[config.mk]
export PLATFORM = sky130hd
export DESIGN_NAME = vga_frame_engine
export DESIGN_NICKNAME = d
export VERILOG_FILES = /design/src/rtl/vga_pkg.sv /design/src/rtl/vga_timing_counter.sv /design/src/rtl/vga_frame_engine.sv
export SDC_FILE = /design/constraint.sdc
export NUM_CORES = 1
export LEC_CHECK = 0
export CAP_MARGIN = 20
export CORE_UTILIZATION = 35
export CTS_BUF_LIST = sky130_fd_sc_hd__clkbuf_4
export DETAILED_ROUTE_END_ITERATION = 7
export REMOVE_ABC_BUFFERS = 1
export SYNTH_ARGS = -nofsm -noshare
export SYNTH_HDL_FRONTEND = slang
export SYNTH_SLANG_ARGS = --single-unit
export TNS_END_PERCENT = 20
[constraint.sdc]
create_clock -name clk -period 3 [get_ports clk]
set_input_delay 0.6 -clock clk [delete_from_list [all_inputs] [get_ports clk]]
set_output_delay 0.6 -clock clk [all_outputs]
set_load 0.005 [all_outputs]
[src/rtl/vga_pkg.sv]
// Shared types and constants for the VGA frame engine.
//   mode_e       : pattern select encoding (image, bars, checkerboard, grey)
//   rgb_t        : per-channel on/off flags, expanded to full width by the engine
//   Bar*         : the eight colour-bar colours, left to right
//   Def*         : 640x480@60 timing defaults
package vga_pkg;

  typedef enum logic [1:0] {
    ModeImage   = 2'd0,
    ModeBars    = 2'd1,
    ModeChecker = 2'd2,
    ModeGrey    = 2'd3
  } mode_e;

  typedef struct packed {
    logic r;
    logic g;
    logic b;
  } rgb_t;

  localparam rgb_t BarWhite   = rgb_t'(3'b111);
  localparam rgb_t BarYellow  = rgb_t'(3'b110);
  localparam rgb_t BarCyan    = rgb_t'(3'b011);
  localparam rgb_t BarGreen   = rgb_t'(3'b010);
  localparam rgb_t BarMagenta = rgb_t'(3'b101);
  localparam rgb_t BarRed     = rgb_t'(3'b100);
  localparam rgb_t BarBlue    = rgb_t'(3'b001);
  localparam rgb_t BarBlack   = rgb_t'(3'b000);

  localparam int unsigned DefHActive = 640;
  localparam int unsigned DefHFp     = 16;
  localparam int unsigned DefHSync   = 96;
  localparam int unsigned DefHBp     = 48;
  localparam int unsigned DefVActive = 480;
  localparam int unsigned DefVFp     = 10;
  localparam int unsigned DefVSync   = 2;
  localparam int unsigned DefVBp     = 33;

  function automatic rgb_t bar_colour(input logic [2:0] idx);
    case (idx)
      3'd0:    return BarWhite;
      3'd1:    return BarYellow;
      3'd2:    return BarCyan;
      3'd3:    return BarGreen;
      3'd4:    return BarMagenta;
      3'd5:    return BarRed;
      3'd6:    return BarBlue;
      default: return BarBlack;
    endcase
  endfunction

endpackage

[src/rtl/vga_timing_counter.sv]
// Horizontal/vertical raster counters with raw (undelayed) sync and visible flags.
//   clk, reset         : pixel clock, synchronous active-high reset
//   h, v               : current raster position
//   hsync_act/vsync_act: high while inside the sync pulse (polarity applied later)
//   visible            : high inside the active picture
module vga_timing_counter import vga_pkg::*; #(
  parameter int unsigned H_ACTIVE = DefHActive,
  parameter int unsigned H_FP     = DefHFp,
  parameter int unsigned H_SYNC   = DefHSync,
  parameter int unsigned H_BP     = DefHBp,
  parameter int unsigned V_ACTIVE = DefVActive,
  parameter int unsigned V_FP     = DefVFp,
  parameter int unsigned V_SYNC   = DefVSync,
  parameter int unsigned V_BP     = DefVBp,
  parameter int unsigned HW       = 10,
  parameter int unsigned VW       = 10
) (
  input  logic          clk,
  input  logic          reset,
  output logic [HW-1:0] h,
  output logic [VW-1:0] v,
  output logic          hsync_act,
  output logic          vsync_act,
  output logic          visible
);

  localparam int unsigned HTotal = H_ACTIVE + H_FP + H_SYNC + H_BP;
  localparam int unsigned VTotal = V_ACTIVE + V_FP + V_SYNC + V_BP;

  logic [HW-1:0] h_q;
  logic [VW-1:0] v_q;
  logic [31:0]   h32, v32;

  // Compare at 32 bits so totals that are exact powers of two cannot alias.
  assign h32 = 32'(h_q);
  assign v32 = 32'(v_q);

  always_ff @(posedge clk) begin
    if (reset) begin
      h_q <= '0;
      v_q <= '0;
    end else if (h32 == HTotal - 1) begin
      h_q <= '0;
      v_q <= (v32 == VTotal - 1) ? '0 : v_q + 1'b1;
    end else begin
      h_q <= h_q + 1'b1;
    end
  end

  assign h         = h_q;
  assign v         = v_q;
  assign hsync_act = (h32 >= H_ACTIVE + H_FP) && (h32 < H_ACTIVE + H_FP + H_SYNC);
  assign vsync_act = (v32 >= V_ACTIVE + V_FP) && (v32 < V_ACTIVE + V_FP + V_SYNC);
  assign visible   = (h32 < H_ACTIVE) && (v32 < V_ACTIVE);

endmodule

[src/rtl/vga_frame_engine.sv]
// VGA frame engine: raster timing, ROM image fetch with pixel replication, test patterns.
//   clk, reset          : pixel clock, synchronous active-high reset
//   mode                : pattern select, sampled at raster (0,0)
//   rom_addr / rom_data : greyscale image ROM, data valid ROM_LAT cycles after address
//   vga_r/g/b           : colour channels, zero outside the visible area
//   hsync, vsync        : sync outputs, asserted level SYNC_POL
//   frame_start         : one-cycle pulse alongside pixel (0,0)
// All outputs trail the raster counters by 1+ROM_LAT cycles.
module vga_frame_engine import vga_pkg::*; #(
  parameter int unsigned H_ACTIVE = DefHActive,
  parameter int unsigned H_FP     = DefHFp,
  parameter int unsigned H_SYNC   = DefHSync,
  parameter int unsigned H_BP     = DefHBp,
  parameter int unsigned V_ACTIVE = DefVActive,
  parameter int unsigned V_FP     = DefVFp,
  parameter int unsigned V_SYNC   = DefVSync,
  parameter int unsigned V_BP     = DefVBp,
  parameter int unsigned IMG_W    = 160,
  parameter int unsigned IMG_H    = 120,
  parameter int unsigned SCALE    = 4,
  parameter int unsigned PIX_W    = 4,
  parameter int unsigned ROM_LAT  = 1,
  parameter int unsigned SYNC_POL = 0
) (
  input  logic                             clk,
  input  logic                             reset,
  input  logic [1:0]                       mode,
  output logic [$clog2(IMG_W*IMG_H)-1:0]   rom_addr,
  input  logic [PIX_W-1:0]                 rom_data,
  output logic [PIX_W-1:0]                 vga_r,
  output logic [PIX_W-1:0]                 vga_g,
  output logic [PIX_W-1:0]                 vga_b,
  output logic                             hsync,
  output logic                             vsync,
  output logic                             frame_start
);

  localparam int unsigned AW      = $clog2(IMG_W * IMG_H);
  localparam int unsigned HW      = $clog2(H_ACTIVE + H_FP + H_SYNC + H_BP);
  localparam int unsigned VW      = $clog2(V_ACTIVE + V_FP + V_SYNC + V_BP);
  localparam int unsigned ScaleSh = $clog2(SCALE);
  localparam int unsigned BarW    = H_ACTIVE / 8;
  localparam logic        SyncPol = (SYNC_POL != 0);

  if (!(SCALE == 1 || SCALE == 2 || SCALE == 4 || SCALE == 8)) begin : g_bad_scale
    $error("SCALE must be 1, 2, 4 or 8");
  end
  if (ROM_LAT < 1 || ROM_LAT > 3) begin : g_bad_rom_lat
    $error("ROM_LAT must be in 1..3");
  end
  if (IMG_W * SCALE > H_ACTIVE || IMG_H * SCALE > V_ACTIVE) begin : g_bad_img
    $error("scaled image does not fit the active area");
  end
  if (H_ACTIVE % 8 != 0) begin : g_bad_hactive
    $error("H_ACTIVE must be a multiple of 8");
  end

  logic [HW-1:0] h;
  logic [VW-1:0] v;
  logic          hsync_act, vsync_act, visible;

  vga_timing_counter #(
    .H_ACTIVE (H_ACTIVE),
    .H_FP     (H_FP),
    .H_SYNC   (H_SYNC),
    .H_BP     (H_BP),
    .V_ACTIVE (V_ACTIVE),
    .V_FP     (V_FP),
    .V_SYNC   (V_SYNC),
    .V_BP     (V_BP),
    .HW       (HW),
    .VW       (VW)
  ) u_timing (
    .clk       (clk),
    .reset     (reset),
    .h         (h),
    .v         (v),
    .hsync_act (hsync_act),
    .vsync_act (vsync_act),
    .visible   (visible)
  );

  logic [31:0] h32, v32;
  logic        first_px, in_img;
  mode_e       mode_q, mode_eff;

  assign h32      = 32'(h);
  assign v32      = 32'(v);
  assign first_px = (h32 == 0) && (v32 == 0);
  assign in_img   = (h32 < IMG_W * SCALE) && (v32 < IMG_H * SCALE);
  // Pixel (0,0) already uses the mode being sampled, so a frame never mixes modes.
  assign mode_eff = first_px ? mode_e'(mode) : mode_q;

  always_ff @(posedge clk) begin
    if (reset) begin
      mode_q <= ModeImage;
    end else if (first_px) begin
      mode_q <= mode_e'(mode);
    end
  end

  // Stage-1 pattern generation; image pixels are filled in from rom_data at the output.
  logic [3*PIX_W-1:0] pat_d;
  logic [PIX_W-1:0]   grey;
  logic               use_rom_d;
  rgb_t               bar;

  always_comb begin
    pat_d     = '0;
    use_rom_d = 1'b0;
    bar       = BarBlack;
    grey      = '0;
    grey[PIX_W-1] = 1'b1;
    case (mode_eff)
      ModeImage: use_rom_d = in_img;
      ModeBars: begin
        bar   = bar_colour(3'(h32 / BarW));
        pat_d = {{PIX_W{bar.r}}, {PIX_W{bar.g}}, {PIX_W{bar.b}}};
      end
      ModeChecker: pat_d = {(3 * PIX_W){~(h32[5] ^ v32[5])}};
      ModeGrey:    pat_d = {3{grey}};
      default:     pat_d = '0;
    endcase
  end

  // Index 0 is loaded alongside rom_addr; index ROM_LAT lines up with rom_data.
  logic [ROM_LAT:0]   vis_p, rom_p, hs_p, vs_p, fs_p;
  logic [3*PIX_W-1:0] pat_p [ROM_LAT+1];

  always_ff @(posedge clk) begin
    if (reset) begin
      rom_addr <= '0;
      vis_p    <= '0;
      rom_p    <= '0;
      hs_p     <= '0;
      vs_p     <= '0;
      fs_p     <= '0;
      for (int i = 0; i <= int'(ROM_LAT); i++) pat_p[i] <= '0;
    end else begin
      rom_addr <= in_img ? AW'((v32 >> ScaleSh) * IMG_W + (h32 >> ScaleSh)) : '0;
      vis_p    <= {vis_p[ROM_LAT-1:0], visible};
      rom_p    <= {rom_p[ROM_LAT-1:0], use_rom_d};
      hs_p     <= {hs_p[ROM_LAT-1:0], hsync_act};
      vs_p     <= {vs_p[ROM_LAT-1:0], vsync_act};
      fs_p     <= {fs_p[ROM_LAT-1:0], first_px};
      pat_p[0] <= pat_d;
      for (int i = 1; i <= int'(ROM_LAT); i++) pat_p[i] <= pat_p[i-1];
    end
  end

  always_comb begin
    {vga_r, vga_g, vga_b} = '0;
    if (vis_p[ROM_LAT]) begin
      if (rom_p[ROM_LAT]) begin
        {vga_r, vga_g, vga_b} = {3{rom_data}};
      end else begin
        {vga_r, vga_g, vga_b} = pat_p[ROM_LAT];
      end
    end
  end

  assign hsync       = hs_p[ROM_LAT] ? SyncPol : ~SyncPol;
  assign vsync       = vs_p[ROM_LAT] ? SyncPol : ~SyncPol;
  assign frame_start = fs_p[ROM_LAT];

endmodule

# Word level (Yosys, flattened, before mapping)
# Memories as Yosys holds them, arrays and structs flattened.
# Cells that the tools add are included.
# totals
inputBits	8
memories	1
ram_bits	24
regBits	47
out_inout_bits	30
elab_cells	67
romBits	0
latchBits	0
# op_classes
addsub	3
n_reduce_logical	11
multipliers	1
n_bitwise	6
magnitude_cmp	6
n_eq_ne	11
n_div	1
n_shift	0
muxes	17
# memory_table
memory	depth	width	rd	rd_ports_with_merged_regs	wr	line	rtl
pat_p	2	12	2	0	2	vga_frame_engine.sv:128	logic [3*PIX_W-1:0] pat_p [ROM_LAT+1];
# op_table
op	n
32-bit logical NOT	2
12-bit one-hot mux with 3 select lines	1
10-bit by 7-bit divider with 32-bit output, second input constant	1
12-bit two-way mux	2
4-bit two-way mux	6
3-bit one-hot mux with 7 select lines	1
10-bit by 1-bit adder with 10-bit output, second input constant	2
10-bit == test, second input constant	2
10-bit less-than comparator, second input constant	2
10-bit by 9-bit less-than comparator with 1-bit output, second input constant	2
15-bit by 8-bit adder with 15-bit output	1
10-bit greater-or-equal comparator, second input constant	1
10-bit by 9-bit greater-or-equal comparator with 1-bit output, second input constant	1
8-bit by 3-bit multiplier with 10-bit output, second input constant	1
10-bit two-way mux	1
3-bit == test, second input constant	3
3-bit by 2-bit == test with 1-bit output, second input constant	2
2-bit OR reduction	3
1-bit two-way mux	5
2-bit == test, second input constant	2
1-bit logical AND	4
3-bit by 1-bit == test with 1-bit output, second input constant	1
3-bit logical NOT	1
1-bit inverter	3
other kinds (5)	6

# Logic depth before layout (Yosys ltp)
# Gate-level depths: netlist (run 1).
# logic_depth
depth_word	6
depth_mapped	10
ltp_nobuf	10

# Modules after synthesis
# From an unflattened synthesis (run 1), not the netlist that was laid out.
# unflattened
cells_unflattened	384
area_unflattened_um2	3308.2
# modules_own_cells
mod	seq_area_each_um2	cells_per_inst	area_each_um2	instances
vga_frame_engine	780.7	266	2307.2	1
vga_timing_counter	400.4	118	1001.0	1

# Worst setup path before layout (run 1)
# OpenSTA, ideal clock, no wires.
# synth_path
path_kind	reg-to-reg
startpoint	register u_timing.v_q[5] (netlist: u_timing.v[5])
endpoint	register rom_addr[14]
period_less_slack_ns	2.261
path_slack_ns	0.739
t_arrival_ns	2.191
n_path_buf	0
setup_time_ns	0.070
required_ns	2.930
stages_incl_launch_ff	11
cell_sequence	dfxtp_1 ha_1 ha_1 inv_1 fa_1 nor2b_1 o21a_1 or3_1 and2_1 a31o_1 a21oi_1
# synth_between
elab_chain_len	4
word_cells_on_any_way	6
classes_between	1 x add/sub; 1 x mul; 1 x order compare; 1 x bitwise; 2 x reduce/logical
# synth_rtl
element	line	rtl
from (decl)	vga_timing_counter.sv:31	logic [VW-1:0] v_q;
from (signal assigned)	vga_timing_counter.sv:44	v_q <= (v32 == VTotal - 1) ? '0 : v_q + 1'b1;
branches (longest 4 deep; another with 15-bit by 8-bit adder with 15-bit output)	--	
to (signal assigned)	vga_frame_engine.sv:140	rom_addr <= in_img ? AW'((v32 >> ScaleSh) * IMG_W + (h32 >> ScaleSh)) : '0;
to (decl)	vga_frame_engine.sv:28	output logic [$clog2(IMG_W*IMG_H)-1:0] rom_addr,
# Parallel ways; which one is timed is not known.
# A chain may end at the register's enable or synchronous reset.

==> impl_metrics.yaml, run 1 <==
run_status:
  status: "complete, no violations"
routing:
  drt_iter0_drc: 139
  wl_per_cell_um: 13.0
  viasPerCell: 5.00
  drc_errors: 0
  wl_um: 6620
  vias: 2546
  first_pass_iters: 4
  drt.antenna.violating_nets: 0
clock_network:
  cts.path.max_buffers: 2
  cts_tree: "done"
  h-tree-depth: 3
  path_clk_slew_ns: 0.09
  cts_root_buffer: "clkbuf_4"
  cts_buffers: 9
  post_cts_resized: 0
  post_cts_buffers: 0
  cts_sinks: 59
  cts_hold_buf: 0
  insertion_delay_ns: 0.40
power_and_ir_drop:
  power.total_mw: 1.48
  leakage_nw: 1.51
  power_per_cell_area_nw_per_um2: 389
  ir_drop_v: 0.000255
die:
  die_area_um2: 9520
  die_y_um: 97.6
  start_util_pct: 36.5
  coreArea_um2: 8760
  std_cell_rows: 34
  io_pins: 38
  die_w_um: 97.6
yosys:
  ys.warnings.count: 0
  synthMuxAreaShare_pct: 0.743
  synth-adder-area-share_pct: 9.43
  ys_seq_area_share_pct: 36.9
  syn_inst: 358
  synth.top_cell.area_share_pct: 36.9
  synth_xor_area_share_pct: 7.12
  yosys.area.top_type: "dfxtp_1"
  yosys.area_share.simple_pct: 25.5
  syn_area_um2: 3200
  avgSynthCellArea_um2: 8.93
  async_flop_share_pct: 0
  synthFlopType: "dfxtp_1"
  ys_types: 64
  yosys-top-cells-area: "dfxtp_1 (37%), ha_1 (7.8%), nor2_1 (4.5%)"
  synth_seq_cells: 59
  synth_top_family_by_area: "simple AND/OR/NAND/NOR gates"
  synth-compound-area-share_pct: 15.4
  synth-edff-count: 0
placement:
  globalplace.congestion: 0.796
  dp_cells: 493
  io_buffers: 37
  dp_hpwl_um: 4820
timing:
  fin_crit_sh_pct: 85.5
  slew_violations: 0
  fin_setup_tns_ns: 0
  rsz0062_at_grt: "false"
  period_needed_ns: 2.57
  fin_worst_skew_ns: 0.0103
  timing.fmax_mhz: 390
  maxSlewHeadroom_pct: 59.6
  holdWs_ns: 0.440
  hold_viol: 0
  tightest_slew_ns: 0.603
  setup_viol: 0
global_routing:
  grt_pass1_wl_um: 11600
  antenna_found_initial: 0
  overflow: 0
  grt_pass1_vias: 2577
  grt.total_usage_pct: 14.9
  grt_max_degree: 31
worst_setup_path:
  path_max_fanout: 7
  crit_type: "reg -> reg"
  endpoint_kind: "flop"
  crit_path_start: "u_timing.h[8]$_SDFF_PP0_"
  rrSetupSlack_ns: 0.43
  cp.required_ns: 3.30
  r2r-start: "u_timing.h[8]$_SDFF_PP0_"
  crit_arrival_ns: 2.87
  start_kind: "flop"
  r2r_cells: 8
  crit_path_end: "pat_p[0][3]$_SDFF_PP0_"
  r2r-end: "pat_p[0][3]$_SDFF_PP0_"
layout:
  syn_to_final_growth_pct: 18.7
  diodes: 0
  nets: 426
  instances_no_fill: 509
  drive_gt1_share_pct: 8.98
min_path:
  min_path_type: "reg -> reg"
job:
  drv_cap: 0
worst min-delay path by stage:
stage                           startpoint                 endpoint  slack (ns)  cells after the start
detailed placement      hs_p[0]$_SDFF_PP0_       hs_p[1]$_SDFF_PP0_        0.42                      1
finish                  hs_p[0]$_SDFF_PP0_       hs_p[1]$_SDFF_PP0_        0.44                      1
floorplan               fs_p[0]$_SDFF_PP0_       fs_p[1]$_SDFF_PP0_        0.41                      1
global route        pat_p[0][9]$_SDFF_PP0_  pat_p[0][22]$_SDFF_PP0_        0.47                      1
global placement    pat_p[0][3]$_SDFF_PP0_  pat_p[0][15]$_SDFF_PP0_        0.41                      1
CTS                     hs_p[0]$_SDFF_PP0_       hs_p[1]$_SDFF_PP0_        0.44                      1
flip-flops by register name, indices dropped and copies added (netlist names):
register	cells
rom_addr	15
u_timing.h	10
pat_p	12
vis_p	2
mode_q	2
hs_p	2
fs_p	2
rom_p	2
vs_p	2
u_timing.v	10
per-layer routing:
| layer | wire length [um] | track usage (%) | up-vias |
|---|---|---|---|
| met2 | 3000 | 24.0 | 68 |
| met4 | 102 | 6.00 | 0 |
| met1 | 3200 | 18.6 | 1138 |
| met5 | 0 | 0 | - |
| li1 | - | - | 1326 |
| met3 | 316 | 4.32 | 14 |
critical path, stage by stage (launching register included):
cell	delay [ns]
dfxtp_1	0.36
nor2_1	0.30
inv_1	0.11
ha_1	0.37
o31ai_4	0.40
nand2_1	0.09
a221oi_1	0.33
o2111ai_1	0.23
o31ai_1	0.28
cell usage in the layout (no fill, tap or decap), drive strengths merged, types with 3 or more instances in the layout:
| cell type | synthesis | final |
|---|---|---|
| xor2 | 12 | 12 |
| nor3 | 3 | 3 |
| clkinv | 0 | 5 |
| o21ai | 9 | 9 |
| xnor2 | 14 | 14 |
| ha | 20 | 20 |
| nand2 | 16 | 16 |
| a21oi | 12 | 12 |
| buf | 8 | 6 |
| a21boi | 12 | 12 |
| nor4 | 6 | 6 |
| and3 | 10 | 10 |
| clkbuf | 8 | 9 |
| nor2b | 19 | 19 |
| nor2 | 39 | 39 |
| nand3 | 8 | 8 |
| dfxtp | 59 | 59 |
| nand4 | 13 | 13 |
| and2 | 3 | 3 |
| clkdlybuf4s50 | 0 | 37 |
| o31ai | 3 | 3 |
| a21o | 5 | 5 |
| a211oi | 8 | 8 |
| inv | 21 | 21 |
| or2 | 3 | 3 |
| nand2b | 13 | 13 |
through the flow:
| stage | utilization (%) | setup slack (ns) | cell area [um2] |
|---|---|---|---|
| floorplan | - | 0.729 | 3120 |
| global placement | 41.9 | 0.558 | 3670 |
| detailed placement | 41.9 | 0.513 | 3670 |
| CTS | 43.3 | 0.444 | 3800 |
| global route | 43.3 | 0.258 | 3800 |
| finish | 43.3 | 0.434 | 3800 |
cell usage after synthesis (4+ instances only):
library cell,n
nand2_1,16
a21boi_0,12
ha_1,20
xnor2_1,14
nor2b_1,19
nand3_1,8
inv_1,21
xor2_1,12
clkbuf_1,8
a211oi_1,6
a21oi_1,12
dfxtp_1,59
nor4_1,4
o21ai_0,7
a21o_1,5
nand4_1,13
and3_1,10
nand2b_1,13
nor2_1,38
final cells by class:
cell class / instances / area (um2)
inverter: 21 / 78.8
fill: 860 / 4970
timing repair buffer: 43 / 415
sequential: 59 / 1180
clock buffer: 9 / 67.6
clock inverter: 7 / 58.8
multi-input combinational: 262 / 1860
tap: 108 / 135
kinds of logic after synthesis:
| group | Yosys count |
|---|---|
| XOR/XNOR | 26 |
| AND/OR/NAND/NOR | 145 |
| flip-flops | 59 |
| multiplexers | 2 |
| AO/OA/AOI/OAI | 66 |
| adder cells (fa/ha/maj) | 23 |
| buffers and inverters | 37 |
report_power, final:
group	total [mW]	internal [mW]	switching (mW)
combinational	0.123	0.0631	0.0596
sequential	0.829	0.815	0.0141
clock	0.527	0.243	0.284
Note: power is estimated with default switching activity, not from simulation.
==> run 2: changes to the inputs <==
--- a/config.mk
+++ b/config.mk
@@ -6,7 +6,7 @@
 export NUM_CORES = 1
 export LEC_CHECK = 0
 export CAP_MARGIN = 20
-export CORE_UTILIZATION = 35
+export CORE_UTILIZATION = 40
 export CTS_BUF_LIST = sky130_fd_sc_hd__clkbuf_4
 export DETAILED_ROUTE_END_ITERATION = 7
 export REMOVE_ABC_BUFFERS = 1
==> run 2 against run 1 <==
  * Sequential share of layout area barely moved
  * Sequential cell count unchanged
  * Combinational power is essentially flat
==> impl_metrics.yaml, run 2 (same netlist as run 1, synthesis figures left out) <==
run_status:
  status: "complete, no violations"
layout:
  largest_reg_flops: 15
  final_cell_mix: "dfxtp_1 (59), nor2_1 (38), clkdlybuf4s50_1 (37)"
  drive_gt1_share_pct: 9.48
  final_common_cell: "dfxtp_1"
  syn_to_final_growth_pct: 18.6
  final_util_pct: 49.1
  top_regs: "rom_addr x15, pat_p x12"
  top_register: "rom_addr"
  nets: 426
  nFillCells: 755
  diodes: 0
  instances_no_fill: 503
timing:
  rsz0062_at_grt: "false"
  period_needed_ns: 2.45
  setup_viol: 0
  maxSlewHeadroom_pct: 61.2
  fin_worst_skew_ns: 0.0139
  fin_crit_sh_pct: 81.8
  hold_viol: 0
  fin_setup_tns_ns: 0
  slew_violations: 0
  timing.fmax_mhz: 408
  tightest_slew_ns: 0.577
worst_setup_path:
  cp_num_buf_inv: 1
  endpoint_kind: "flop"
  start_kind: "flop"
  path_max_fanout: 9
  max_stage_delay_ns: 0.54
  cpMaxStageDelayCell: "dfxtp_1"
  cp.required_ns: 3.28
  crit_type: "reg -> reg"
  crit_arrival_ns: 2.74
  crit_path_frequent_cell: "ha_1"
  critPathTopFamily: "adder cells"
  cp_cell_sequence: "ha_1, ha_1, inv_1, fa_1, xnor2_1, nor3b_1, nand4_1, xor2_1, nor2_1"
global_routing:
  overflow: 0
  antenna_found_initial: 0
  grt_pass1_vias: 2482
  grt_pass1_wl_um: 11500
  grt.total_usage_pct: 17.3
  grt_max_degree: 31
die:
  std_cell_rows: 32
  coreArea_um2: 7730
  start_util_pct: 41.4
  die_y_um: 91.4
  die_area_um2: 8360
  die_w_um: 91.4
  io_pins: 38
routing:
  drt.antenna.violating_nets: 0
  wl_per_cell_um: 13.0
  first_pass_iters: 5
  drc_errors: 0
  drt_iter0_drc: 120
  viasPerCell: 5.14
  wl_um: 6560
  vias: 2586
placement:
  dp_hpwl_um: 4800
  io_buffers: 37
  globalplace.congestion: 0.820
  dp_cells: 487
min_path:
  min_path_type: "reg -> reg"
power_and_ir_drop:
  leakage_nw: 1.51
  power_per_cell_area_nw_per_um2: 394
  ir_drop_v: 0.000233
clock_network:
  cts.path.max_buffers: 2
  cts_root_buffer: "clkbuf_4"
  post_cts_resized: 0
  path_clk_slew_ns: 0.10
  cts_buffers: 9
  post_cts_buffers: 0
  cts_tree: "done"
  cts_sinks: 59
  cts_hold_buf: 0
  insertion_delay_ns: 0.40
  h-tree-depth: 3
job:
  drv_cap: 0
==> run 2: power breakdown <==
part	switching (mW)	leakage, nW	internal, mW
Combinational	0.0586	0.958	0.0631
Sequential	0.0138	0.480	0.815
Clock	0.289	0.0736	0.256
==> run 2: final cells by class <==
class,instances,area [um2],share of cell area (%)
Sequential cell,59,1180,31.1
Clock buffer,10,75.1,1.98
Tap cell,102,128,3.36
Multi-Input combinational cell,262,1860,49.0
Clock inverter,6,56.3,1.48
Inverter,21,78.8,2.08
Timing Repair Buffer,43,415,10.9
==> run 2: worst reg2reg max path, cell delays in order, from the launching register on <==
cell	delay [ns]
dfxtp_1	0.54
ha_1	0.21
ha_1	0.18
inv_1	0.06
fa_1	0.39
xnor2_1	0.25
nor3b_1	0.35
nand4_1	0.15
xor2_1	0.16
nor2_1	0.06
==> run 2: through the flow <==
stage	instance area, um2	setup WS, ns	power (mW)	hold slack (ns)
after floorplan	3120	0.729	0.919	0.414
after global placement	3660	0.557	0.968	0.415
after detailed placement	3660	0.531	0.969	0.420
after CTS	3790	0.516	1.52	0.444
after global routing	3790	0.263	1.57	0.457
final	3790	0.546	1.50	0.441
==> run 2: final timing paths <==
kind / from / end / slack (ns) / cells past startpoint
worst max register to register: u_timing.v[2]$_SDFFE_PP0P_ / rom_addr[13]$_SDFF_PP0_ / 0.55 / 9
worst min-delay path: vs_p[0]$_SDFF_PP0_ / vs_p[1]$_SDFF_PP0_ / 0.44 / 1
worst min register to register: vs_p[0]$_SDFF_PP0_ / vs_p[1]$_SDFF_PP0_ / 0.44 / 1
worst max-delay path: u_timing.v[2]$_SDFFE_PP0P_ / rom_addr[13]$_SDFF_PP0_ / 0.55 / 9
==> run 2: per-layer routing <==
layer  global-route usage [%]  vias to the layer above  routed length, um  part of all wire [%]
met3                     3.77                       15                348                   5.3
met4                     8.07                        0                146                   2.2
li1                         -                     1329                  -                     -
met1                     22.5                     1170               3170                    48
met2                     27.2                       72               2890                    44
met5                        0                        -                  0                     0
==> run 3: changes to the inputs <==
==> constraint.sdc (replaced) <==
create_clock -name clk -period 2.5 [get_ports clk]
set_input_delay 0.5 -clock clk [delete_from_list [all_inputs] [get_ports clk]]
set_output_delay 0.5 -clock clk [all_outputs]
set_load 0.005 [all_outputs]
==> run 3 against run 2 <==
  * Global-route usage increased by 0.56 points
  * Maximum frequency increased by 6.4%
  * Core utilization increased by 1.4 points
  * Critical path depth increased by 1
  * Wire length increased by 4.4%
  * Worst setup slack got worse by 0.35 ns
==> impl_metrics.yaml, run 3 (same netlist as run 1, synthesis figures left out) <==
job:
  drv_cap: 0
min_path:
  min_path_type: "reg -> reg"
global_routing:
  grt_pass1_wl_um: 11900
  grt.total_usage_pct: 17.9
  grt_pass1_vias: 2500
  antenna_found_initial: 0
  gr-usage-met3_pct: 2.93
  gr-usage-met1_pct: 23.8
  grtUsageMet2_pct: 28.7
  busiest_layer: "met2"
  grt_max_degree: 19
  overflow: 0
routing:
  wl_um: 6840
  wl_per_cell_um: 13.2
  drt_iter0_drc: 102
  drc_errors: 0
  viasPerCell: 5.05
  first_pass_iters: 4
  drt.antenna.violating_nets: 0
  vias: 2612
power_and_ir_drop:
  ir_drop_v: 0.000330
  leakage_nw: 1.58
  power.total_mw: 1.79
  clkPwrFrac_pct: 36.0
  seq_power_share_pct: 55.5
  internal-power_mw: 1.35
  combPwrFrac_pct: 8.6
  p_switching_uw: 442
  power_per_cell_area_nw_per_um2: 459
  swShare_pct: 24.7
clock_network:
  cts_hold_buf: 0
  cts.path.max_buffers: 2
  post_cts_buffers: 0
  cts_sinks: 59
  cts_buffers: 9
  cts_root_buffer: "clkbuf_4"
  h-tree-depth: 3
  cts_tree: "done"
  path_clk_slew_ns: 0.10
  insertion_delay_ns: 0.40
  post_cts_resized: 0
worst_setup_path:
  crit_type: "reg -> reg"
  crit_arrival_ns: 2.64
  cp.required_ns: 2.83
  start_kind: "flop"
  path_max_fanout: 3
  endpoint_kind: "flop"
run_status:
  status: "complete, no violations"
timing:
  period_needed_ns: 2.31
  setup_viol: 0
  maxSlewHeadroom_pct: 67.2
  fin_worst_skew_ns: 0.0129
  slew_violations: 0
  timing.fmax_mhz: 433
  rsz0062_at_grt: "false"
  tightest_slew_ns: 0.487
  fin_setup_tns_ns: 0
  fin_crit_sh_pct: 92.3
  hold_viol: 0
layout:
  multi_input_area_um2: 1860
  instances_no_fill: 517
  final_util_pct: 50.5
  diodes: 0
  largest_reg_flops: 15
  final_cell_mix: "dfxtp_1 (57), nor2_1 (38), clkdlybuf4s50_1 (37)"
  syn_to_final_growth_pct: 22.0
  drive_gt1_share_pct: 12.8
  nFillCells: 735
  register_area_um2: 1180
  top_register: "rom_addr"
  top_regs: "rom_addr x15, pat_p x12"
  final_common_cell: "dfxtp_1"
  nets: 440
die:
  coreArea_um2: 7730
  start_util_pct: 41.4
  std_cell_rows: 32
  die_y_um: 91.4
  die_area_um2: 8360
  die_w_um: 91.4
  io_pins: 38
placement:
  dp_hpwl_um: 4960
  io_buffers: 37
  dp_cells: 501
  globalplace.congestion: 0.847
-- run 3: cell types whose count changed in the layout (fill, tap and decap cells not counted), sizes merged --
cell	delta
buf	+14
clkbuf	-1
clkinv	+1
-- run 3: path summary, 6_finish.rpt --
check                                  start                      end  slack, ns  cells past startpoint
setup / recovery  u_timing.v[5]$_SDFFE_PP0P_  rom_addr[14]$_SDFF_PP0_       0.19                     10
hold reg to reg      pat_p[0][11]$_SDFF_PP0_  pat_p[0][23]$_SDFF_PP0_       0.44                      1
setup reg to reg  u_timing.v[5]$_SDFFE_PP0P_  rom_addr[14]$_SDFF_PP0_       0.19                     10
hold / removal       pat_p[0][11]$_SDFF_PP0_  pat_p[0][23]$_SDFF_PP0_       0.44                      1
-- run 3: routing by layer --
| metal | up-vias | share of wire [%] | wire length, um |
|---|---|---|---|
| met5 | - | 0 | 0 |
| met4 | 0 | 1.4 | 94 |
| met3 | 9 | 2.7 | 183 |
| met2 | 44 | 47 | 3220 |
| met1 | 1208 | 49 | 3350 |
| li1 | 1351 | - | - |
-- run 3: area by class of cell --
class,count,share of cell area [%]
multi-input combinational,262,47.8
timing repair buffer,57,13.3
sequential,59,30.3
clock buffer,9,1.73
inverter,21,2.02
tap,102,3.27
clock inverter,7,1.51
-- run 3: critical path, cell delays in order, from the launching register on --
cell and delay, ns:
dfxtp_1 0.35, ha_1 0.28, ha_1 0.23, inv_1 0.08, fa_1 0.20, nor2b_1 0.06
o21a_1 0.19, or3_1 0.33, and2_1 0.20, a31o_1 0.22, a21oi_1 0.11
-- run 3: power by group through the flow --
stage	Combinational, mW	Sequential (mW)	Clock, mW
final	0.154	0.993	0.644
after global placement	0.153	1.02	0
after global routing	0.172	0.999	0.706
after floorplan	0.0907	1.01	0
after detailed placement	0.154	1.02	0
after CTS	0.155	0.995	0.665
-- run 3: stage by stage --
stage | hold WS [ns] | worst slack [ns] | instance area [um2]
2_1_floorplan | 0.414 | 0.229 | 3120
3_3_place_gp | 0.418 | 0.224 | 3770
3_5_place_dp | 0.420 | 0.195 | 3770
4_1_cts | 0.445 | 0.147 | 3890
5_1_grt | 0.455 | 0.00814 | 3900
6_report | 0.442 | 0.193 | 3900
